<file path="src/rtl/lsu_mem_stage_pkg.sv">
// ---------------------------------------------------------------------------
// lsu_mem_stage_pkg
//   Shared constants for the LSU memory stage: ALU operation codes (mirrors
//   the codes of the core's define.vh), FSM state encoding, byte-enable width
//   and small op-classification helpers.
//   Optional feature macro used by the stage: LSU_MISALIGN_TRAP_EN.
// ---------------------------------------------------------------------------
package lsu_mem_stage_pkg;

  // ALU operation codes (6-bit)
  localparam logic [5:0] ALU_ADD  = 6'd0;
  localparam logic [5:0] ALU_SUB  = 6'd1;
  localparam logic [5:0] ALU_AND  = 6'd2;
  localparam logic [5:0] ALU_OR   = 6'd3;
  localparam logic [5:0] ALU_XOR  = 6'd4;
  localparam logic [5:0] ALU_SLL  = 6'd5;
  localparam logic [5:0] ALU_SRL  = 6'd6;
  localparam logic [5:0] ALU_SRA  = 6'd7;
  localparam logic [5:0] ALU_SLT  = 6'd8;
  localparam logic [5:0] ALU_SLTU = 6'd9;
  localparam logic [5:0] ALU_LB   = 6'd18;
  localparam logic [5:0] ALU_LH   = 6'd19;
  localparam logic [5:0] ALU_LW   = 6'd20;
  localparam logic [5:0] ALU_LBU  = 6'd21;
  localparam logic [5:0] ALU_LHU  = 6'd22;
  localparam logic [5:0] ALU_SB   = 6'd23;
  localparam logic [5:0] ALU_SH   = 6'd24;
  localparam logic [5:0] ALU_SW   = 6'd25;

  localparam int LSU_BE_W = 4;

  typedef enum logic [1:0] {
    ST_IDLE = 2'd0,
    ST_REQ  = 2'd1,
    ST_WAIT = 2'd2,
    ST_RESP = 2'd3
  } lsu_state_e;

  function automatic logic is_load(input logic [5:0] op);
    return (op == ALU_LB) || (op == ALU_LH) || (op == ALU_LW) ||
           (op == ALU_LBU) || (op == ALU_LHU);
  endfunction

  function automatic logic is_store(input logic [5:0] op);
    return (op == ALU_SB) || (op == ALU_SH) || (op == ALU_SW);
  endfunction

  function automatic logic is_mem(input logic [5:0] op);
    return is_load(op) || is_store(op);
  endfunction

  // Halfword ops need addr[0]==0, word ops need addr[1:0]==0.
  function automatic logic is_misaligned(input logic [5:0] op, input logic [1:0] a_lo);
    logic half_op;
    logic word_op;
    half_op = (op == ALU_LH) || (op == ALU_LHU) || (op == ALU_SH);
    word_op = (op == ALU_LW) || (op == ALU_SW);
    return (half_op && a_lo[0]) || (word_op && (a_lo != 2'b00));
  endfunction

endpackage

</file>
<file path="src/rtl/lsu_lane_align.sv">
// ---------------------------------------------------------------------------
// lsu_lane_align
//   Purely combinational byte-lane logic for the LSU memory stage.
//   Store side: byte enables and lane-replicated write data.
//   Load side : lane extraction plus sign/zero extension.
//   Ports:
//     op         in  6   latched alucode
//     addr_lo    in  2   low address bits selecting the lane
//     store_data in  32  rs2 value
//     rdata      in  32  raw memory read word
//     be         out 4   byte enables (0 for non-memory ops)
//     wdata      out 32  replicated store data (0 for non-store ops)
//     load_data  out 32  extracted/extended load result
// ---------------------------------------------------------------------------
import lsu_mem_stage_pkg::*;

module lsu_lane_align (
  input  logic [5:0]          op,
  input  logic [1:0]          addr_lo,
  input  logic [31:0]         store_data,
  input  logic [31:0]         rdata,
  output logic [LSU_BE_W-1:0] be,
  output logic [31:0]         wdata,
  output logic [31:0]         load_data
);

  logic [7:0]  byte_sel;
  logic [15:0] half_sel;

  // Byte enables are shared by loads and stores of the same width.
  // Halfword lane uses addr[1] only, word always lane 0: any misaligned low
  // bits are simply ignored here (trapping is decided upstream).
  always_comb begin
    be = '0;
    case (op)
      ALU_LB, ALU_LBU, ALU_SB: be = 4'b0001 << addr_lo;
      ALU_LH, ALU_LHU, ALU_SH: be = addr_lo[1] ? 4'b1100 : 4'b0011;
      ALU_LW, ALU_SW:          be = 4'b1111;
      default:                 be = '0;
    endcase
  end

  always_comb begin
    wdata = '0;
    case (op)
      ALU_SB:  wdata = {4{store_data[7:0]}};
      ALU_SH:  wdata = {2{store_data[15:0]}};
      ALU_SW:  wdata = store_data;
      default: wdata = '0;
    endcase
  end

  always_comb begin
    byte_sel = rdata[7:0];
    case (addr_lo)
      2'd0:    byte_sel = rdata[7:0];
      2'd1:    byte_sel = rdata[15:8];
      2'd2:    byte_sel = rdata[23:16];
      default: byte_sel = rdata[31:24];
    endcase
    half_sel = addr_lo[1] ? rdata[31:16] : rdata[15:0];
  end

  always_comb begin
    load_data = '0;
    case (op)
      ALU_LB:  load_data = {{24{byte_sel[7]}}, byte_sel};
      ALU_LBU: load_data = {24'h0, byte_sel};
      ALU_LH:  load_data = {{16{half_sel[15]}}, half_sel};
      ALU_LHU: load_data = {16'h0, half_sel};
      ALU_LW:  load_data = rdata;
      default: load_data = '0;
    endcase
  end

endmodule

</file>
<file path="src/rtl/lsu_mem_stage.sv">
// ---------------------------------------------------------------------------
// lsu_mem_stage
//   Memory-access stage after the ALU. Accepts one instruction at a time,
//   issues a request/grant/response data-memory access for loads/stores and
//   returns exactly one result pulse per instruction to writeback.
//
//   Handshakes:
//     req_valid/req_ready : transfer when both are high at a rising edge;
//                           req_ready is high only in IDLE.
//     mem_req/mem_gnt     : mem_req and its addr/be/wdata/we stay stable until
//                           a cycle with mem_gnt high; then the request drops.
//     mem_rvalid          : load data sampled only in WAIT, ignored elsewhere.
//     resp_valid          : single-cycle pulse, writeback cannot stall it.
//
//   Ports: clk, rst_n (async active low); req_valid/req_ready, alucode, addr,
//   store_data, rd from execute; mem_req/we/addr/be/wdata, mem_gnt,
//   mem_rvalid, mem_rdata to data memory; resp_valid/data/rd and misalign to
//   writeback; dbg_state exposes the FSM state.
//
//   Macro LSU_MISALIGN_TRAP_EN: when defined, misaligned halfword/word
//   accesses skip memory and respond with misalign=1, resp_data=addr, rd=0.
// ---------------------------------------------------------------------------
import lsu_mem_stage_pkg::*;

module lsu_mem_stage #(
  parameter int RD_W = 5
) (
  input  logic                clk,
  input  logic                rst_n,
  input  logic                req_valid,
  output logic                req_ready,
  input  logic [5:0]          alucode,
  input  logic [31:0]         addr,
  input  logic [31:0]         store_data,
  input  logic [RD_W-1:0]     rd,
  output logic                mem_req,
  output logic                mem_we,
  output logic [31:0]         mem_addr,
  output logic [LSU_BE_W-1:0] mem_be,
  output logic [31:0]         mem_wdata,
  input  logic                mem_gnt,
  input  logic                mem_rvalid,
  input  logic [31:0]         mem_rdata,
  output logic                resp_valid,
  output logic [31:0]         resp_data,
  output logic [RD_W-1:0]     resp_rd,
  output logic                misalign,
  output logic [1:0]          dbg_state
);

  lsu_state_e      state_q, state_d;
  logic [5:0]      op_q, op_d;
  logic [31:0]     addr_q, addr_d;
  logic [31:0]     sd_q, sd_d;
  logic [31:0]     resp_data_q, resp_data_d;
  logic [RD_W-1:0] resp_rd_q, resp_rd_d;
  logic            misalign_q, misalign_d;

  logic            fault_in;
  logic [31:0]     load_data;

  // Alignment works on the latched instruction so memory-side outputs stay
  // stable for the whole REQ phase regardless of what execute presents.
  lsu_lane_align u_align (
    .op         (op_q),
    .addr_lo    (addr_q[1:0]),
    .store_data (sd_q),
    .rdata      (mem_rdata),
    .be         (mem_be),
    .wdata      (mem_wdata),
    .load_data  (load_data)
  );

`ifdef LSU_MISALIGN_TRAP_EN
  assign fault_in = is_misaligned(alucode, addr[1:0]);
`else
  assign fault_in = 1'b0;
`endif

  always_comb begin
    state_d     = state_q;
    op_d        = op_q;
    addr_d      = addr_q;
    sd_d        = sd_q;
    resp_data_d = resp_data_q;
    resp_rd_d   = resp_rd_q;
    misalign_d  = misalign_q;
    case (state_q)
      ST_IDLE: begin
        if (req_valid) begin
          op_d        = alucode;
          addr_d      = addr;
          sd_d        = store_data;
          misalign_d  = fault_in;
          // Bypass result and faulting address are both the ALU result;
          // a load overwrites this when its data arrives.
          resp_data_d = addr;
          resp_rd_d   = (is_store(alucode) || fault_in) ? '0 : rd;
          if (is_mem(alucode) && !fault_in) state_d = ST_REQ;
          else                              state_d = ST_RESP;
        end
      end
      ST_REQ: begin
        if (mem_gnt) state_d = is_load(op_q) ? ST_WAIT : ST_RESP;
      end
      ST_WAIT: begin
        if (mem_rvalid) begin
          resp_data_d = load_data;
          state_d     = ST_RESP;
        end
      end
      ST_RESP: state_d = ST_IDLE;
      default: state_d = ST_IDLE;
    endcase
  end

  always_ff @(posedge clk or negedge rst_n) begin
    if (!rst_n) begin
      state_q     <= ST_IDLE;
      op_q        <= ALU_ADD;
      addr_q      <= '0;
      sd_q        <= '0;
      resp_data_q <= '0;
      resp_rd_q   <= '0;
      misalign_q  <= 1'b0;
    end else begin
      state_q     <= state_d;
      op_q        <= op_d;
      addr_q      <= addr_d;
      sd_q        <= sd_d;
      resp_data_q <= resp_data_d;
      resp_rd_q   <= resp_rd_d;
      misalign_q  <= misalign_d;
    end
  end

  // Handshake outputs decode the state register directly, so reset clears
  // them asynchronously along with the state.
  assign req_ready  = (state_q == ST_IDLE);
  assign mem_req    = (state_q == ST_REQ);
  assign resp_valid = (state_q == ST_RESP);
  assign mem_we     = is_store(op_q);
  assign mem_addr   = {addr_q[31:2], 2'b00};
  assign resp_data  = resp_data_q;
  assign resp_rd    = resp_rd_q;
  assign misalign   = misalign_q;
  assign dbg_state  = state_q;

endmodule

</file>
<file path="config.mk">
export PLATFORM = sky130hd
export DESIGN_NAME = lsu_mem_stage
export DESIGN_NICKNAME = d
export VERILOG_FILES = /design/src/rtl/lsu_mem_stage_pkg.sv /design/src/rtl/lsu_lane_align.sv /design/src/rtl/lsu_mem_stage.sv
export SDC_FILE = /design/constraint.sdc
export NUM_CORES = 1
export LEC_CHECK = 0
export CORE_UTILIZATION = 25
export CTS_BUF_LIST = sky130_fd_sc_hd__clkbuf_4 sky130_fd_sc_hd__clkbuf_8 sky130_fd_sc_hd__clkbuf_16
export DETAILED_ROUTE_END_ITERATION = 8
export GPL_TIMING_DRIVEN = 0
export HOLD_SLACK_MARGIN = 0.1
export PLACE_DENSITY = 0.56
export SETUP_SLACK_MARGIN = 0.5
export SYNTH_ARGS = -nofsm -noshare
export SYNTH_HDL_FRONTEND = slang
export SYNTH_SLANG_ARGS = --single-unit
</file>
<file path="constraint.sdc">
create_clock -name clk -period 3.7 [get_ports clk]
set_input_delay 0.74 -clock clk [delete_from_list [all_inputs] [get_ports clk]]
set_output_delay 0.74 -clock clk [all_outputs]
set_load 0.02 [all_outputs]
</file>
[Yosys cells after proc, flatten, opt, wreduce, memory -nomap -nowiden]
Index checks and enable logic that the tools add are counted.
Word-level totals
  register bits: 109
  output and inout bits: 112
  input bits: 112
  logic and storage cells: 69
Operators by class
  reduce and logical (&&, ||, !) cells: 22
  multiplexer cells: 16
  shift-type cells: 1
  equal/unequal tests: 24
Operators by type and width (number)
  case mux 32 bit (5 select lines): 1
  == test 6 x 5 -> 1 bit (second input constant): 16
  case mux 32 bit (3 select lines): 1
  two-way mux 32 bit: 2
  case mux 32 bit (2 select lines): 1
  case mux 8 bit (3 select lines): 1
  two-way mux 16 bit: 1
  logical OR 1 bit: 13
  case mux 4 bit (3 select lines): 1
  two-way mux 2 bit: 4
  case mux 2 bit (4 select lines): 1
  == test 2 bit (second input constant): 3
  AND reduction 3 bit: 2
  OR reduction 3 bit: 2
  two-way mux 5 bit: 1
  == test 2 x 1 -> 1 bit (second input constant): 2
  logical NOT 2 bit: 2
  two-way mux 4 bit: 1
  inequality test 2 bit (second input constant): 2
  left shift 1 x 2 -> 4 bit (first input constant): 1
  inequality test 2 x 1 -> 1 bit (second input constant): 1
  AND reduction 2 bit: 1
  nonzero test 2 bit: 1
  OR reduction 2 bit: 1
  two-way mux 1 bit: 1

[Logic depth before layout (Yosys ltp)]
Gate-level depths: netlist (run 1).
  word-level depth: 9
  mapped depth: 8
  gate-level depth less buffers: 6

[By module]
A second synthesis (run 1) with hierarchy kept.
Unflattened totals
  cells, all modules: 671
  area, all modules: 6261.0 µm²
Modules (own cells, without submodules)
  lsu_mem_stage: seq. area each 2727.6 µm², instances 1, cells an instance 488, area each 4922.2 µm²
  lsu_lane_align: seq. area each 0.0 µm², instances 1, cells an instance 183, area each 1338.8 µm²

[Worst setup path after synthesis (run 1)]
No wires, ideal clock.
  path type: reg2out
  start: register op_q[0]
  end: output mem_be[0]
  stages on the path, launching flop included: 6
  data required time: 2.960 ns
  setup slack: 1.154 ns
  arrival: 1.806 ns
  buffers on the path: 1
  cell sequence: dfrtp_1 buf_2 or3b_1 a21oi_4 o21ai_0 o21ai_0
Between the ends
  word-level cells in the longest chain between the ends: 3
RTL lines
  start, declared: line lsu_mem_stage.sv:52  | logic [5:0] op_q, op_d;
  start signal, assigned: line lsu_mem_stage.sv:128  | op_q <= op_d;
  == test 6 x 5 -> 1 bit: line lsu_lane_align.sv:35  | case (op)
  OR reduction 3 bit or OR reduction 2 bit (tied branches): line lsu_lane_align.sv:35
  case mux 4 bit (3 select lines) (*): line lsu_lane_align.sv:35
  end, declared: line lsu_mem_stage.sv:39  | output logic [LSU_BE_W-1:0] mem_be,
Mark *: on every way between the ends. The rest lies on a longest branch, timed or not.

[Final worst setup path (run 1)]
  start: register op_q[1]
  end: output mem_we
Between the ends
  word-level cells in the longest chain between the ends: 3
RTL lines
  == test 6 x 5 -> 1 bit: line lsu_mem_stage_pkg.sv:45  | return (op == ALU_SB) || (op == ALU_SH) || (op == ALU_SW);
  logical OR 1 bit: line lsu_mem_stage_pkg.sv:45
  logical OR 1 bit (*): line lsu_mem_stage_pkg.sv:45
  end, declared: line lsu_mem_stage.sv:37  | output logic mem_we,
Marks and branches as above.

==> metrics.csv, run 1 <==
metric,value,unit
outcome,completed,
first-pass GRT wire length,32.1,mm
R2R setup slack,0.91,ns
total CTS buffers,9,
Worst Setup End Kind,output pin,
top post-synthesis cells by count,"dfrtp_1, mux2_2, nand2_1, nand3_1, buf_4",
Vias/cell,4.62,
post-synth top area share,45.1,%
Slew headroom,26.9,%
P&R area growth vs syn,49.8,%
cell count after synthesis,569,
post-synthesis async set-or-reset flop share,100,%
pwr/cell area,812,nW/um2
Min-Delay Path Class,input pin to asynchronous set/reset pin,
cell area after synthesis,6050,um2
share of cells above drive strength 1,21.3,%
max-slew violation count,0,
Critical Path AT,2.42,ns
Final nets,925,
area of the core,23600,um2
Worst R2R Path Depth,8,
Rows,56,
die width,158,um
Setup-failing EPs final,0,
RSZ-0062 raised after global routing,yes,
Routability Congestion,0.815,
average size of a mapped cell,10.6,um2
CTS tree,yes,
Port Buf Inserts,219,
total chip power,7.35,mW
Skew-Pair Late Insertion Delay,0.36,ns
Worst Path Buf+Inv,2,
post-layout minimum cycle time,3.16,ns
clk slew on worst S/H paths,0.07,ns
CTS root buffer,clkbuf_16,
Worst VDD drop,0.312,mV
Final Util,38.4,%
DR vias,5233,
worst slack at placement,0.458,ns
critical path's largest stage delay,0.61,ns
Syn. warnings,0,
number of synthesized flops with an enable pin,0,
gr ovfl total,0,
"CP delay by family, top",buffers and inverters,
initial core utilization,25.6,%
Cell Count Post-Placement,1110,
Slew @ Worst Pin,1.09,ns
Longest Clk Path Bufs,2,
Critical-path top delay cell,clkdlybuf4s50_1,
"Max FO, Critical Path",9,
HPWL Detailed,16.1,mm
fmax,317,MHz
Routed wire per std cell,18.3,um
final wirelength,20.8,mm
Final Worst Setup Slack,0.541,ns
largest net degree at the start of global routing,76,
number of max-cap violations,0,
post-synth top area cell,dfrtp_1,
die area,24800,um2
WS Path Type,flip-flop to output pin,
First DRT Iteration DRCs,274,
Crit. path cell count,5,
H-tree levels,3,
drt pass-1 iters,4,
antenna violations before repair,1,
placed cell area,8670,um2
"count leader, synth",dfrtp_1,
final instance area,9060,um2
DRC viols,0,
synthesis-stage register bit count,109,
Non-Filler Instances,1133,
worst path cell trace,or4b_1 > a21oi_4 > or2_1 > buf_4 > clkdlybuf4s50_1,
register area share after synthesis,45.1,%
Fin. Hold Viols,0,
GRT Util Overall,17.5,%
clock sink total,109,
Ports,224,
vias in the first global route,5385,
Final period util,85.4,%
antenna-violating nets left,0,
skew final,0.0123,ns
worst endpoint required time,2.96,ns
Netlist cell types,53,
die height,158,um
Startpoint Class,flip-flop,
top post-synthesis cells by area,"dfrtp_1, mux2_2, buf_4",
Most used DFF post-synth,dfrtp_1,
antenna cell count,0,
Pleak,4.06,nW
-- layout by cell type (no fill, tap or decap), types with 17 or more instances in the layout --
cell type / instances
a21oi_1: 32
buf_2: 17
buf_4: 42
clkdlybuf4s50_1: 183
dfrtp_1: 109
dlygate4sd2_1: 25
mux2_2: 64
mux2i_1: 24
nand2_1: 45
nand3_1: 42
nor2_1: 21
nor2b_1: 24
-- registers in the layout (all words and copies together) (netlist names) --
name       cells
sd_q          32
addr_q        32
resp_data     32
op_q           6
resp_rd        5
dbg_state      2
-- worst paths after layout --
kind	start	endpoint
max	op_q[1]$_DFFE_PN0P_	mem_we
min	rst_n	resp_rd[2]$_DFFE_PN0P_
max reg2reg	dbg_state[0]$_DFFE_PN0P_	resp_data[30]$_DFFE_PN0P_
min reg2reg	addr_q[12]$_DFFE_PN0P_	addr_q[12]$_DFFE_PN0P_
max in group asynchronous	rst_n	resp_data[2]$_DFFE_PN0P_
min in group clk	addr_q[12]$_DFFE_PN0P_	addr_q[12]$_DFFE_PN0P_
-- layout make-up --
type | instances | area, um2
Buffer | 71 | 442
Clock buffer | 12 | 260
Clock inverter | 4 | 53.8
Fill cell | 2377 | 14600
Inverter | 13 | 48.8
Multi-Input combinational cell | 378 | 2880
Sequential cell | 109 | 2730
Tap cell | 319 | 399
Timing Repair Buffer | 227 | 2250
-- metrics by stage --
step / hold slack [ns] / TNS (ns)
2_1_floorplan: 0.444 / 0
3_3_place_gp: 0.463 / -310.90
3_5_place_dp: 0.465 / 0
4_1_cts: 0.280 / 0
5_1_grt: 0.291 / 0
6_report: 0.280 / 0
-- power breakdown --
part	leakage (nW)	internal (mW)	switching (mW)	total (mW)
clock	0.149	0.574	0.475	1.05
combinational	2.60	2.07	2.05	4.13
sequential	1.31	1.79	0.390	2.18
-- per-layer routing --
layer	up-vias	wire [um]	GRT usage (%)
met2	167	9880	28.4
met5	-	17	0
met4	2	504	6.38
li1	2481	-	-
met3	31	1120	3.72
met1	2552	9270	22.7
-- kinds of logic after synthesis --
group | share of synthesized area, %
multiplexers | 18.9
XOR/XNOR | 0.290
adder cells (fa/ha/maj) | 0.828
flip-flops | 45.1
other | 0.0620
AND/OR/NAND/NOR | 15.5
AO/OA/AOI/OAI | 11.3
buffers and inverters | 8.03
-- timing repair --
action                                  4_1_cts  5_1_grt
pin swaps                                     3        3
endpoints found under the hold margin         0        0
hold buffers                                  0        0
gates resized for setup                      38       15
endpoints found under the setup margin       37       15
setup buffers                                 6        1
No activity file was read; power rests on OpenSTA's default activity.
==> inputs of run 2 (changes only) <==
--- a/config.mk
+++ b/config.mk
@@ -5,6 +5,8 @@
 export SDC_FILE = /design/constraint.sdc
 export NUM_CORES = 1
 export LEC_CHECK = 0
+export CAP_MARGIN = 20
+export CORE_MARGIN = 2
 export CORE_UTILIZATION = 25
 export CTS_BUF_LIST = sky130_fd_sc_hd__clkbuf_4 sky130_fd_sc_hd__clkbuf_8 sky130_fd_sc_hd__clkbuf_16
 export DETAILED_ROUTE_END_ITERATION = 8
==> run 2 against run 1 <==
Combinational power barely moved. Sequential share of layout area barely moved. Setup slack improved by 0.063 ns. Register-to-register slack barely moved.
==> metrics.csv, run 2 (synthesized netlist as in run 1, its figures left out) <==
metric,value,unit
Final Util,38.3,%
outcome,completed,
worst slack at placement,0.415,ns
area of the multi-input gates,2890,um2
Critical Path AT,2.36,ns
fmax,323,MHz
initial core utilization,25.6,%
critical path's largest stage delay,0.64,ns
most frequent cells in the layout,"clkdlybuf4s50_1, dfrtp_1, mux2_2",
HPWL Detailed,16.4,mm
antenna violations before repair,1,
H-tree levels,3,
total chip power,7.31,mW
Setup-failing EPs final,0,
Port Buf Inserts,219,
worst path cell trace,nor3b_4 > buf_4 > and2_1 > clkbuf_2 > nand2_1 > nand2_1 > clkdlybuf4s50_1,
Skew-Pair Late Insertion Delay,0.36,ns
worst endpoint required time,2.96,ns
P&R area growth vs syn,49.7,%
antenna cell count,0,
DRC viols,0,
Rows,56,
total CTS buffers,9,
Min-Delay Path Class,input pin to asynchronous set/reset pin,
share of cells above drive strength 1,21.2,%
Startpoint Class,flip-flop,
Final period util,83.7,%
vias in the first global route,5436,
Final Worst Setup Slack,0.604,ns
CTS root buffer,clkbuf_16,
pwr/cell area,808,nW/um2
largest net degree at the start of global routing,59,
area of the core,23600,um2
Ports,224,
skew final,0.0118,ns
Worst Setup End Kind,output pin,
CTS tree,yes,
Worst Path Buf+Inv,3,
max-slew violation count,0,
DR vias,5236,
Final nets,924,
Longest Clk Path Bufs,2,
drt pass-1 iters,4,
final wirelength,21.3,mm
gr ovfl total,0,
post-layout minimum cycle time,3.10,ns
Worst R2R Path Depth,8,
Critical-path top delay cell,clkdlybuf4s50_1,
Routability Congestion,0.793,
# fillers,2387,
die area,25400,um2
number of max-cap violations,0,
First DRT Iteration DRCs,404,
Slew @ Worst Pin,1.05,ns
area occupied by registers,2730,um2
clk slew on worst S/H paths,0.08,ns
Crit path top cell by count,nand2_1,
Fin. Hold Viols,0,
R2R setup slack,0.91,ns
R2R Path End,resp_data[28]$_DFFE_PN0P_,
"Max FO, Critical Path",9,
"commonest non-fill, non-tap cell in the layout",clkdlybuf4s50_1,
WS Path Type,flip-flop to output pin,
RSZ-0062 raised after global routing,no,
Routed wire per std cell,18.8,um
Pleak,4.07,nW
Slew headroom,29.7,%
GRT Util Overall,16.8,%
antenna-violating nets left,0,
clock sink total,109,
Worst VDD drop,0.376,mV
FF-to-FF Start,dbg_state[0]$_DFFE_PN0P_,
die width,160,um
"CP delay by family, top",buffers and inverters,
die height,160,um
Vias/cell,4.63,
first-pass GRT wire length,33.0,mm
## run 2: changes by cell type in the layout (fill, tap and decap cells not counted), sizes merged
cell           change
bufinv             -1
clkinv             +3
clkdlybuf4s15      -1
clkdlybuf4s50      +3
dlygate4sd2        -5
clkbuf             -3
dlymetal6s2s       +3
## run 2: metrics by stage
step,instances,hold slack (ns),area [um2],setup TNS (ns)
global placement,1109,0.462,8640,-303.49
finish,1132,0.327,9050,0
detailed placement,1110,0.465,8670,0
global route,1132,0.357,9050,0
floorplan,571,0.444,6050,0
CTS,1129,0.348,9000,0
## run 2: how the worst max path moves through the flow
stage	slack (ns)	end	startpoint	depth (start not counted)
2_1_floorplan	1.15	mem_be[0]	op_q[0]$_DFFE_PN0P_	5
3_3_place_gp	-2.79	addr_q[19]$_DFFE_PN0P_	rst_n	1
3_5_place_dp	0.42	mem_be[0]	op_q[0]$_DFFE_PN0P_	6
4_1_cts	0.40	mem_be[3]	op_q[3]$_DFFE_PN0P_	5
5_1_grt	0.50	mem_wdata[15]	op_q[3]$_DFFE_PN0P_	7
6_report	0.60	mem_wdata[10]	op_q[3]$_DFFE_PN0P_	7
## run 2: repair_timing
action                     4_1_cts  5_1_grt
gates resized for setup         30       20
hold buffers                     0        0
buffers inserted                 3        3
setup endpoints to repair       37       18
pin swaps                        3        2
cloned                           0        0
## run 2: cell type report
cell class                      count  share of cell area, %
Inverter                           13                  0.539
Buffer                             71                   4.85
Clock buffer                       10                   2.57
Multi-Input combinational cell    378                   31.9
Timing Repair Buffer              226                   25.1
Clock inverter                      6                  0.539
Tap cell                          319                   4.41
Sequential cell                   109                   30.1
## run 2: report_power, final
part / total (mW) / switching, mW / internal, mW
registers: 2.19 / 0.400 / 1.79
clock network: 0.969 / 0.497 / 0.472
logic: 4.15 / 2.06 / 2.09
total: 7.31 / 2.96 / 4.35
## run 2: worst reg2reg max path, stage by stage, from the launching register on
cell and delay, ns:
dfrtp_1 0.45, inv_1 0.12, ha_1 0.15, clkbuf_1 0.39, nand2_1 0.15, nor3_1 0.82, buf_2 0.36, nand3_1 0.16
nand3_1 0.13
## run 2: per-layer routing
metal  up-vias  global-route usage, %  wire (um)
met1      2558                   21.7       9430
met5         -                      0         13
li1       2478                      -          -
met2       163                   28.1      10200
met4         2                   4.92        558
met3        35                   3.72       1130
